### src/rtl/booth_pkg.sv
// Shared definitions for the sequential radix-2 Booth multiplier.
// Contents: FSM state enum, Booth step-code constants, default operand width.
package booth_pkg;

  localparam int unsigned DEFAULT_WIDTH = 5;

  typedef enum logic [1:0] {
    ST_IDLE = 2'd0,
    ST_CALC = 2'd1,
    ST_DONE = 2'd2
  } state_e;

  // Step codes on {Q[0], Q-1}
  localparam logic [1:0] STEP_NOP0 = 2'b00;
  localparam logic [1:0] STEP_ADD  = 2'b01;
  localparam logic [1:0] STEP_SUB  = 2'b10;
  localparam logic [1:0] STEP_NOP1 = 2'b11;

endpackage

### src/rtl/booth_seq_ctrl_if.sv
// Operand / product handshake bundle for booth_seq_ctrl.
// master: producer of operands and consumer of products (drives in_valid,
//         multiplicand, multiplier, out_ready).
// slave:  the multiplier controller (drives in_ready, out_valid, product, busy).
interface booth_seq_ctrl_if
  import booth_pkg::*;
#(
  parameter int unsigned WIDTH = DEFAULT_WIDTH
) ();

  logic                   in_valid;
  logic                   in_ready;
  logic [WIDTH-1:0]       multiplicand;
  logic [WIDTH-1:0]       multiplier;
  logic                   out_valid;
  logic                   out_ready;
  logic [2*WIDTH-1:0]     product;
  logic                   busy;

  modport master (
    output in_valid, multiplicand, multiplier, out_ready,
    input  in_ready, out_valid, product, busy
  );

  modport slave (
    input  in_valid, multiplicand, multiplier, out_ready,
    output in_ready, out_valid, product, busy
  );

endinterface

### src/rtl/booth_step.sv
// One radix-2 Booth iteration: conditional add/subtract of M into A, then a
// 1-bit arithmetic right shift of {A, Q, Q-1}. Purely combinational.
// Ports: a_i/q_i/q_m1_i current register set, m_i sign-extended multiplicand;
//        a_nxt_c/q_nxt_c/q_m1_nxt_c register set after the step.
module booth_step
  import booth_pkg::*;
#(
  parameter int unsigned WIDTH = DEFAULT_WIDTH
) (
  input  logic [WIDTH:0]   a_i,
  input  logic [WIDTH-1:0] q_i,
  input  logic             q_m1_i,
  input  logic [WIDTH:0]   m_i,
  output logic [WIDTH:0]   a_nxt_c,
  output logic [WIDTH-1:0] q_nxt_c,
  output logic             q_m1_nxt_c
);

  logic [WIDTH:0] sum_c;

  always_comb begin
    sum_c = a_i;
    case ({q_i[0], q_m1_i})
      STEP_SUB: sum_c = a_i - m_i;
      STEP_ADD: sum_c = a_i + m_i;
      default:  sum_c = a_i;
    endcase
    a_nxt_c    = {sum_c[WIDTH], sum_c[WIDTH:1]};
    q_nxt_c    = {sum_c[0], q_i[WIDTH-1:1]};
    q_m1_nxt_c = q_i[0];
  end

endmodule

### src/rtl/booth_seq_ctrl.sv
// Sequential radix-2 Booth multiplier controller.
// Accepts a signed operand pair over bus (in_valid/in_ready), performs one
// Booth step per CALC cycle on A:Q:Q-1 and returns the signed 2*WIDTH product
// (out_valid/out_ready). busy is high in CALC and DONE.
// Ports: clk, rst_n (async active-low), bus (booth_seq_ctrl_if.slave).
// Optional macro BOOTH_SEQ_EARLY_TERM_EN: finish with one variable shift once
// the remaining steps are known to be pure shifts.
module booth_seq_ctrl
  import booth_pkg::*;
#(
  parameter int unsigned WIDTH = DEFAULT_WIDTH
) (
  input  logic            clk,
  input  logic            rst_n,
  booth_seq_ctrl_if.slave bus
);

  localparam int unsigned CW = $clog2(WIDTH + 1);
  localparam int unsigned PW = 2 * WIDTH;

  localparam logic [1:0] IDLE = ST_IDLE;
  localparam logic [1:0] CALC = ST_CALC;
  localparam logic [1:0] DONE = ST_DONE;

  logic [1:0]       state_q, state_d;
  logic [WIDTH:0]   a_q, a_d;
  logic [WIDTH-1:0] q_q, q_d;
  logic             qm1_q, qm1_d;
  logic [WIDTH:0]   m_q, m_d;
  logic [CW-1:0]    cnt_q, cnt_d;
  logic [PW-1:0]    product_q, product_d;
  logic             in_ready_q, in_ready_d;
  logic             out_valid_q, out_valid_d;
  logic             busy_q, busy_d;

  logic [WIDTH:0]   step_a_c;
  logic [WIDTH-1:0] step_q_c;
  logic             step_qm1_c;

  booth_step #(.WIDTH(WIDTH)) u_step (
    .a_i        (a_q),
    .q_i        (q_q),
    .q_m1_i     (qm1_q),
    .m_i        (m_q),
    .a_nxt_c    (step_a_c),
    .q_nxt_c    (step_q_c),
    .q_m1_nxt_c (step_qm1_c)
  );

`ifdef BOOTH_SEQ_EARLY_TERM_EN
  localparam int unsigned RW = 2 * WIDTH + 2;

  logic [RW-1:0]    shifted_c;
  logic [WIDTH-1:0] rem_mask_c;
  logic             early_c;

  // Remaining steps are pure shifts when the unprocessed multiplier bits all
  // match Q-1, or when M is zero (every add/subtract is then a no-op).
  always_comb begin
    rem_mask_c = ~({WIDTH{1'b1}} << cnt_q);
    early_c    = (((q_q ^ {WIDTH{qm1_q}}) & rem_mask_c) == '0) || (m_q == '0);
    shifted_c  = RW'($signed({a_q, q_q, qm1_q}) >>> cnt_q);
  end
`endif

  // Next-state, datapath and registered-output logic
  always_comb begin
    state_d   = state_q;
    a_d       = a_q;
    q_d       = q_q;
    qm1_d     = qm1_q;
    m_d       = m_q;
    cnt_d     = cnt_q;
    product_d = product_q;

    case (state_q)
      IDLE: begin
        if (bus.in_valid && in_ready_q) begin
          state_d = CALC;
          a_d     = '0;
          q_d     = bus.multiplier;
          qm1_d   = 1'b0;
          m_d     = {bus.multiplicand[WIDTH-1], bus.multiplicand};
          cnt_d   = CW'(WIDTH);
        end
      end
      CALC: begin
        a_d   = step_a_c;
        q_d   = step_q_c;
        qm1_d = step_qm1_c;
        cnt_d = cnt_q - CW'(1);
        if (cnt_q == CW'(1)) begin
          state_d   = DONE;
          product_d = {step_a_c[WIDTH-1:0], step_q_c};
        end
`ifdef BOOTH_SEQ_EARLY_TERM_EN
        if (early_c) begin
          {a_d, q_d, qm1_d} = shifted_c;
          cnt_d             = '0;
          state_d           = DONE;
          product_d         = shifted_c[PW:1];
        end
`endif
      end
      DONE: begin
        if (bus.out_ready) state_d = IDLE;
      end
      default: state_d = IDLE;
    endcase

    // Handshake flags are registered views of the next state
    in_ready_d  = (state_d == IDLE);
    out_valid_d = (state_d == DONE);
    busy_d      = (state_d == CALC) || (state_d == DONE);
  end

  always_ff @(posedge clk or negedge rst_n) begin
    if (!rst_n) begin
      state_q     <= IDLE;
      a_q         <= '0;
      q_q         <= '0;
      qm1_q       <= 1'b0;
      m_q         <= '0;
      cnt_q       <= '0;
      product_q   <= '0;
      in_ready_q  <= 1'b0;
      out_valid_q <= 1'b0;
      busy_q      <= 1'b0;
    end else begin
      state_q     <= state_d;
      a_q         <= a_d;
      q_q         <= q_d;
      qm1_q       <= qm1_d;
      m_q         <= m_d;
      cnt_q       <= cnt_d;
      product_q   <= product_d;
      in_ready_q  <= in_ready_d;
      out_valid_q <= out_valid_d;
      busy_q      <= busy_d;
    end
  end

  assign bus.in_ready  = in_ready_q;
  assign bus.out_valid = out_valid_q;
  assign bus.product   = product_q;
  assign bus.busy      = busy_q;

endmodule

### src/flat_wrapper.sv
// flat-port wrapper written by rule: the top's interface ports become plain ports
module booth_seq_ctrl_flat import booth_pkg::*;
#(
  parameter int unsigned WIDTH = DEFAULT_WIDTH
)
  (clk, rst_n, bus_in_valid, bus_multiplicand, bus_multiplier, bus_out_ready, bus_in_ready, bus_out_valid, bus_product, bus_busy);
  booth_seq_ctrl_if #(.WIDTH(WIDTH)) bus_i ();
  input  logic clk;
  input  logic rst_n;
  input wire logic [$bits(bus_i.in_valid)-1:0] bus_in_valid;
  input wire logic [$bits(bus_i.multiplicand)-1:0] bus_multiplicand;
  input wire logic [$bits(bus_i.multiplier)-1:0] bus_multiplier;
  input wire logic [$bits(bus_i.out_ready)-1:0] bus_out_ready;
  output wire logic [$bits(bus_i.in_ready)-1:0] bus_in_ready;
  output wire logic [$bits(bus_i.out_valid)-1:0] bus_out_valid;
  output wire logic [$bits(bus_i.product)-1:0] bus_product;
  output wire logic [$bits(bus_i.busy)-1:0] bus_busy;
  assign bus_i.in_valid = bus_in_valid;
  assign bus_i.multiplicand = bus_multiplicand;
  assign bus_i.multiplier = bus_multiplier;
  assign bus_i.out_ready = bus_out_ready;
  assign bus_in_ready = bus_i.in_ready;
  assign bus_out_valid = bus_i.out_valid;
  assign bus_product = bus_i.product;
  assign bus_busy = bus_i.busy;
  booth_seq_ctrl #(.WIDTH(WIDTH)) u_core (.clk(clk), .rst_n(rst_n), .bus(bus_i));
endmodule
### config.mk
export PLATFORM = sky130hd
export DESIGN_NAME = booth_seq_ctrl_flat
export DESIGN_NICKNAME = d
export VERILOG_FILES = /design/src/rtl/booth_pkg.sv /design/src/rtl/booth_seq_ctrl_if.sv /design/src/rtl/booth_step.sv /design/src/rtl/booth_seq_ctrl.sv /design/src/flat_wrapper.sv
export SDC_FILE = /design/constraint.sdc
export NUM_CORES = 1
export LEC_CHECK = 0
export CORE_MARGIN = 2
export CORE_UTILIZATION = 40
export CTS_BUF_LIST = sky130_fd_sc_hd__clkbuf_2
export CTS_CLUSTER_SIZE = 10
export DETAILED_ROUTE_END_ITERATION = 8
export MAX_ROUTING_LAYER = met4
export PLACE_DENSITY = 0.71
export SETUP_SLACK_MARGIN = 0.5
export SLEW_MARGIN = 20
export SYNTH_ARGS = -nofsm -noshare
export SYNTH_HDL_FRONTEND = slang
export SYNTH_SLANG_ARGS = --single-unit
### constraint.sdc
create_clock -name clk -period 2.3 [get_ports clk]
set_input_delay 0.46 -clock clk [delete_from_list [all_inputs] [get_ports clk]]
set_output_delay 0.46 -clock clk [all_outputs]
set_load 0.005 [all_outputs]
==> run_results.csv, run 1 <==
group,metric,value,unit
sta,rsz0062_at_grt,"yes",
outcome,outcome,"finished, final reports clean",
logic_synthesis,synth_seq_area_share,49.31,%
final_layout,area_growth,35.03,%
power_and_ir_drop,seq_power_share,26.3,%
logic_synthesis,ys_warn_count,0,
global_routing,grt_max_degree,35,
sta,maxSlewHeadroom,71.95,%
worst_setup_path,crit_type,"register to register",
flow_run,maxCapViolations,0,
worst_setup_path,path_buf_inv,2,
power_and_ir_drop,power.net_switching,1.706,mW
floorplanning,die_w,69.68,um
global_routing,grtUsageTotal,15.61,%
power_and_ir_drop,design_power_total,4.141,mW
global_routing,grt_pass1_vias,1299,
worst_setup_path,crit_path_max_fanout,2,
hold_path,hold_path_class,"primary input to asynchronous set/reset pin",
power_and_ir_drop,leakage,1.115,nW
power_and_ir_drop,ir_worst_vdd,0.6714,mV
worst_setup_path,crit_arrival,2.56,ns
cts,cts_tree,"built",
final_layout,drive_gt1_share,19.57,%
cts,postCtsHoldBufs,0,
logic_synthesis,async_flop_share,100.0,%
final_layout,num_antenna_cells,0,
final_layout,regArea,850.8,um2
logic_synthesis,synth_edf_count,0,
placed_design,placed_area,0.002106,mm2
power_and_ir_drop,clockPowerShare,9.5,%
logic_synthesis,synth_cell_types,29,
placed_design,port_buffers,26,
final_layout,post-route-cell-area,0.002330,mm2
power_and_ir_drop,p_sw_share,41.19,%
logic_synthesis,synth_commonest_cells,"nand2_1 (39), dfrtp_1 (34), nor2_1 (14), o21ai_0 (14), ha_1 (12)",
logic_synthesis,synth.area.top_cells,"dfrtp_1 (49%), ha_1 (8.7%), nand2_1 (8.5%), o21ai_0 (4.1%), nor2_1 (3.0%)",
global_routing,grt_pass1_wl,5844,um
routing,drc,0,
cts,cts_buffers,5,
logic_synthesis,synthCells,185,
routing,routedWlPerCell,12.41,um
worst_setup_path,path_cells,"inv_2, ha_4, mux2_4, buf_6, fa_2, a21o_1, a21oi_2, xnor2_1, mux2i_1, o21ai_1",
global_routing,grt.overflow.total,0,
worst_setup_path,endpoint_kind,"register",
final_layout,fillers,380,
cts,cts_num_sinks,34,
logic_synthesis,syn-num-nets,212,
sta,fin_tns_setup,0,ns
placed_design,globalplace.congestion,0.7670,
floorplanning,dieArea,0.004855,mm2
cts,cts-root-buf,"clkbuf_2",
worst_setup_path,required,2.57,ns
logic_synthesis,synth.ff_latch_count,34,
sta,period_minus_slack,2.285,ns
worst_setup_path,timing.critical_path.slowest_cell_delay,0.43,ns
placed_design,hpwl,2420,um
logic_synthesis,synth_top_area_share,49.31,%
routing,drt_iter0_drc,58,
final_layout,nNetsFinal,256,
final_layout,multiInputGateArea,919.6,um2
logic_synthesis,avgSynthCellArea,9.327,um2
logic_synthesis,synth_most_common_cell,"nand2_1",
sta,fin_crit_sh,99.36,%
routing,vias,1365,
cts,clock_latency,0.38,ns
power_and_ir_drop,cellInternalPower,2.435,mW
cts,htreeDepth,2,
cts,clkSlewWorstSetupHoldPaths,0.18,ns
sta,final-hold-violation-count,0,
logic_synthesis,synth_top_area_cell,"dfrtp_1",
floorplanning,initial_core_util,42.22,%
routing,via_per_inst,4.875,
final_layout,utilization,57.01,%
logic_synthesis,syn_area,0.001725,mm2
global_routing,grt_antenna_before_repair,0,
floorplanning,die_y,69.68,um
floorplanning,coreArea,0.004086,mm2
sta,worst_hold_slack,0.4514,ns
power_and_ir_drop,comb_power_share,64.2,%
sta,slew_violations,0,
floorplanning,ios,27,
sta,fmax,437.6,MHz
sta,setup_viol,0,
power_and_ir_drop,power_density,1777,mW/mm2
logic_synthesis,synthFlopType,"dfrtp_1",
routing,drt_first_pass_iters,4,
worst_setup_path,startpoint_type,"register",
routing,wl,3476,um
worst_setup_path,crit_path_top_delay_cell,"dfrtp_1",
floorplanning,rows,23,
cts,clock_path_buffers,2,
worst_setup_path,crit_family,"adder cells",
routing,ant_nets,0,
sta,tightestPinTransition,0.4208,ns
sta,fin_worst_skew,0.01561,ns
-- sequential cells by signal, summed over array words and instances (netlist names) --
name	count
u_core.cnt_q	3
u_core.q_q	5
u_core.m_q	5
u_core.bus.in_ready	1
u_core.a_q	5
u_core.bus.out_valid	1
u_core.bus.product	10
u_core.qm1_q	1
u_core.bus.busy	1
u_core.state_q	2
-- metal layers --
layer | global-route usage, % | vias up | part of all wire, %
li1 | - | 709 | -
met1 | 19.89 | 623 | 48
met2 | 23.82 | 27 | 46
met4 | 7.051 | 0 | 1.2
met5 | - | - | 0
met3 | 3.488 | 6 | 4.5
-- final timing paths --
kind,start,to,slack [ns],cells past startpoint
worst min register to register,u_core.bus.product[2]$_DFFE_PN0P_,u_core.bus.product[2]$_DFFE_PN0P_,0.49,2
worst max-delay path,u_core.m_q[1]$_DFFE_PN0P_,u_core.a_q[3]$_DFFE_PN0P_,0.01,10
worst min-delay path,rst_n,u_core.m_q[0]$_DFFE_PN0P_,0.45,2
worst max register to register,u_core.m_q[1]$_DFFE_PN0P_,u_core.a_q[3]$_DFFE_PN0P_,0.01,10
min in group clk,u_core.bus.product[2]$_DFFE_PN0P_,u_core.bus.product[2]$_DFFE_PN0P_,0.49,2
max in group asynchronous,rst_n,u_core.qm1_q$_DFFE_PN0P_,1.54,2
-- cells in the final DEF, fill, tap and decap left out, types with 2 or more instances in the layout --
| cell | count |
|---|---|
| clkdlybuf4s50_1 | 25 |
| dfrtp_1 | 34 |
| xor2_1 | 4 |
| inv_1 | 5 |
| ha_1 | 9 |
| nand2b_1 | 3 |
| nor2_1 | 14 |
| a21oi_1 | 4 |
| o21ai_1 | 8 |
| o21ai_0 | 6 |
| a31oi_1 | 5 |
| inv_2 | 3 |
| nand2_1 | 39 |
| and3_1 | 2 |
| a21o_1 | 5 |
| ha_4 | 3 |
| o21ai_2 | 2 |
| buf_4 | 17 |
| clkbuf_2 | 7 |
| nand3_1 | 9 |
| mux2i_1 | 3 |
| nor2b_1 | 2 |
| a21oi_2 | 3 |
-- power groups by stage --
stage / registers [mW] / logic [mW] / clock network (mW)
CTS: 1.09 / 2.42 / 0.406
global route: 1.14 / 2.94 / 0.427
detailed placement: 1.10 / 2.13 / 0
finish: 1.09 / 2.66 / 0.394
global placement: 1.09 / 2.07 / 0
floorplan: 1.08 / 1.53 / 0
-- kinds of logic (layout without fill, tap and decap cells) --
group	count (synthesis)	in the layout	share of synthesized area [%]
compound gates	38	38	13.20
xor+xnor	6	6	3.046
fa+ha+maj	13	13	9.862
buf+inv	15	60	3.335
flops	34	34	49.31
mux	5	5	2.973
simple gates	74	74	18.27
-- what timing repair did --
item                                    4_1_cts  5_1_grt
pin swaps                                    17       14
hold endpoints to repair                      0        0
setup buffers                                 7        5
gates resized for setup                      11        7
endpoints found under the setup margin       10       13
-- final cells by class --
class | instances | area share [%]
flip-flops and latches | 34 | 36.52
inverters | 8 | 1.289
repair buffers | 44 | 17.24
well taps | 50 | 2.685
multi-input cells | 136 | 39.47
clock buffers | 7 | 1.504
clock inverters | 1 | 1.289
-- through the flow --
stage / cells / setup slack (ns)
final: 280 / 0.01482
after global routing: 280 / -0.1234
after CTS: 275 / -0.0008167
after detailed placement: 260 / -0.04509
after global placement: 260 / 0.05582
after floorplan: 185 / 0.1302
-- worst reg2reg max path: stages (launching register included) --
cell,delay (ns)
dfrtp_1,0.43
inv_2,0.09
ha_4,0.20
mux2_4,0.29
buf_6,0.12
fa_2,0.35
a21o_1,0.17
a21oi_2,0.13
xnor2_1,0.09
mux2i_1,0.22
o21ai_1,0.09
(Power assumes the default switching activity.)
==> inputs of run 2 (changes only) <==
- ABC_CLOCK_PERIOD_IN_PS: not set -> 2300
==> results of run 2 <==
The final DEF is identical to that of run 1; final timing and power are the same.
==> patch: new RTL, settings of run 2 <==
`DEFAULT_WIDTH`: 5 -> 10.
--- a/src/rtl/booth_pkg.sv
+++ b/src/rtl/booth_pkg.sv
@@ -2,7 +2,7 @@
 // Contents: FSM state enum, Booth step-code constants, default operand width.
 package booth_pkg;
 
-  localparam int unsigned DEFAULT_WIDTH = 5;
+  localparam int unsigned DEFAULT_WIDTH = 10;
 
   typedef enum logic [1:0] {
     ST_IDLE = 2'd0,
Ports: changed (resized bus_multiplicand, bus_multiplier and bus_product); port bits go from 27 to 47. No check against the original RTL was run, so the function may have changed too.
==> patch against run 2 <==
The flow now finishes with violations (setup timing); area after synthesis increased by 83%; wire length increased by 120%; count of clock-buffer cells in the layout increased by 2; first-iteration DRC count increased by 140%; worst setup slack got worse by 0.83 ns; sequential cell count increased by 26; cell area increased by 95%; synthesized cell count increased by 78%; largest cell class unchanged; highest routed layer unchanged.
Power is left out: the tool's default activity adds up to more than one toggle a clock period on the data nets, which glitch-free logic cannot reach.
==> patch: results <==
[drt]
drt_iter0_drc = 142
routed_wl_um = 7820
routed-via-count = 2722

[synth]
yosysSeqAreaShare_pct = 47.7
synth_common_cells = 60 x dfrtp_1, 54 x nand2_1, 27 x o21ai_0
synth_cell_types = 42

[sta]
worstMarginPinSlew_ns = 0.493
clock-skew-final_ns = 0.0275
setup_viol = 14
layout_setup_ws_ns = -0.811
final.setup.tns_ns = -5.86

[grt]
grt_max_degree = 43
track_usage_pct = 19.1
grt_pass1_wl_um = 12500

[place]
io_buffers = 46
hpwl_um = 5150

[worst_setup_path]
critPathMaxFanout = 3
cp-endpoint = u_core.bus.product[19]$_DFFE_PN0P_
cpPeakStageDelay_ns = 0.55
slowest_stage = or4bb_4
worst_r2r_path_depth = 13

[cts]
cts_buffers = 9
insertion_delay_ns = 0.51
htreeDepth = 3
path_clk_slew_ns = 0.21

[finish]
finalNetCount = 469
largest_reg_flops = 20

[outcome]
violations = setup timing
status = complete, but fails checks
## patch: cell types whose count changed in the layout (fill, tap and decap cells not counted), sizes merged, moves of 11 or more
cell,run 2,this run
mux2,1,12
o21ai,16,28
dlygate4sd2,0,23
nand2,39,56
buf,18,59
dfrtp,34,60
a21oi,7,23
## patch: metrics by stage
step	area (um^2)	worst slack, ns	util, %	hold WS (ns)	cells
final	4540	-0.811	59.1	0.404	535
after global routing	4540	-0.933	59.1	0.405	535
after CTS	4270	-0.782	55.6	0.386	524
after detailed placement	3990	-0.753	52.0	0.451	497
after global placement	3990	-0.692	52.0	0.439	497
after floorplan	3220	-0.745	-	0.164	329
## patch: kinds of logic (layout without fill, tap and decap cells)
kind of cell / after synthesis / in the layout / synth area share, %
buffers and inverters: 33 / 137 / 4.73
and+or+nand+nor: 109 / 109 / 16.0
AOI/OAI and AO/OA: 77 / 77 / 14.4
DFF: 60 / 60 / 47.7
xor gates and xnor gates: 18 / 18 / 5.00
muxes: 15 / 15 / 5.24
adders and majority gates: 17 / 17 / 6.99
## patch: final cells by class
type	count	area (um^2)
multi-input cells	236	1770
clock buffers	9	45.0
clock inverters	7	123
fillers	662	3150
inverters	16	60.1
flip-flops and latches	60	1500
repair buffers	105	918
well taps	102	128
## patch: metal layers
layer,GRT usage (%),wire [um],vias to the layer above
li1,-,-,1329
met1,22.0,3230,1334
met2,33.2,4230,50
met3,5.21,276,9
met4,4.53,73,0
met5,-,0,-
## patch: repair_timing
item,in CTS,in global routing
setup endpoints to repair,43,23
resized for setup,36,42
hold buffers,1,0
hold endpoints to repair,18,0
buffers inserted,10,11
pin swaps,11,17
## patch: critical path: cells and delay by family (launching register included)
family	cells	cell delay [ns]
compound gates	2	0.30
fa+ha+maj	1	0.31
xor+xnor	2	0.25
flops	1	0.42
simple gates	8	1.70
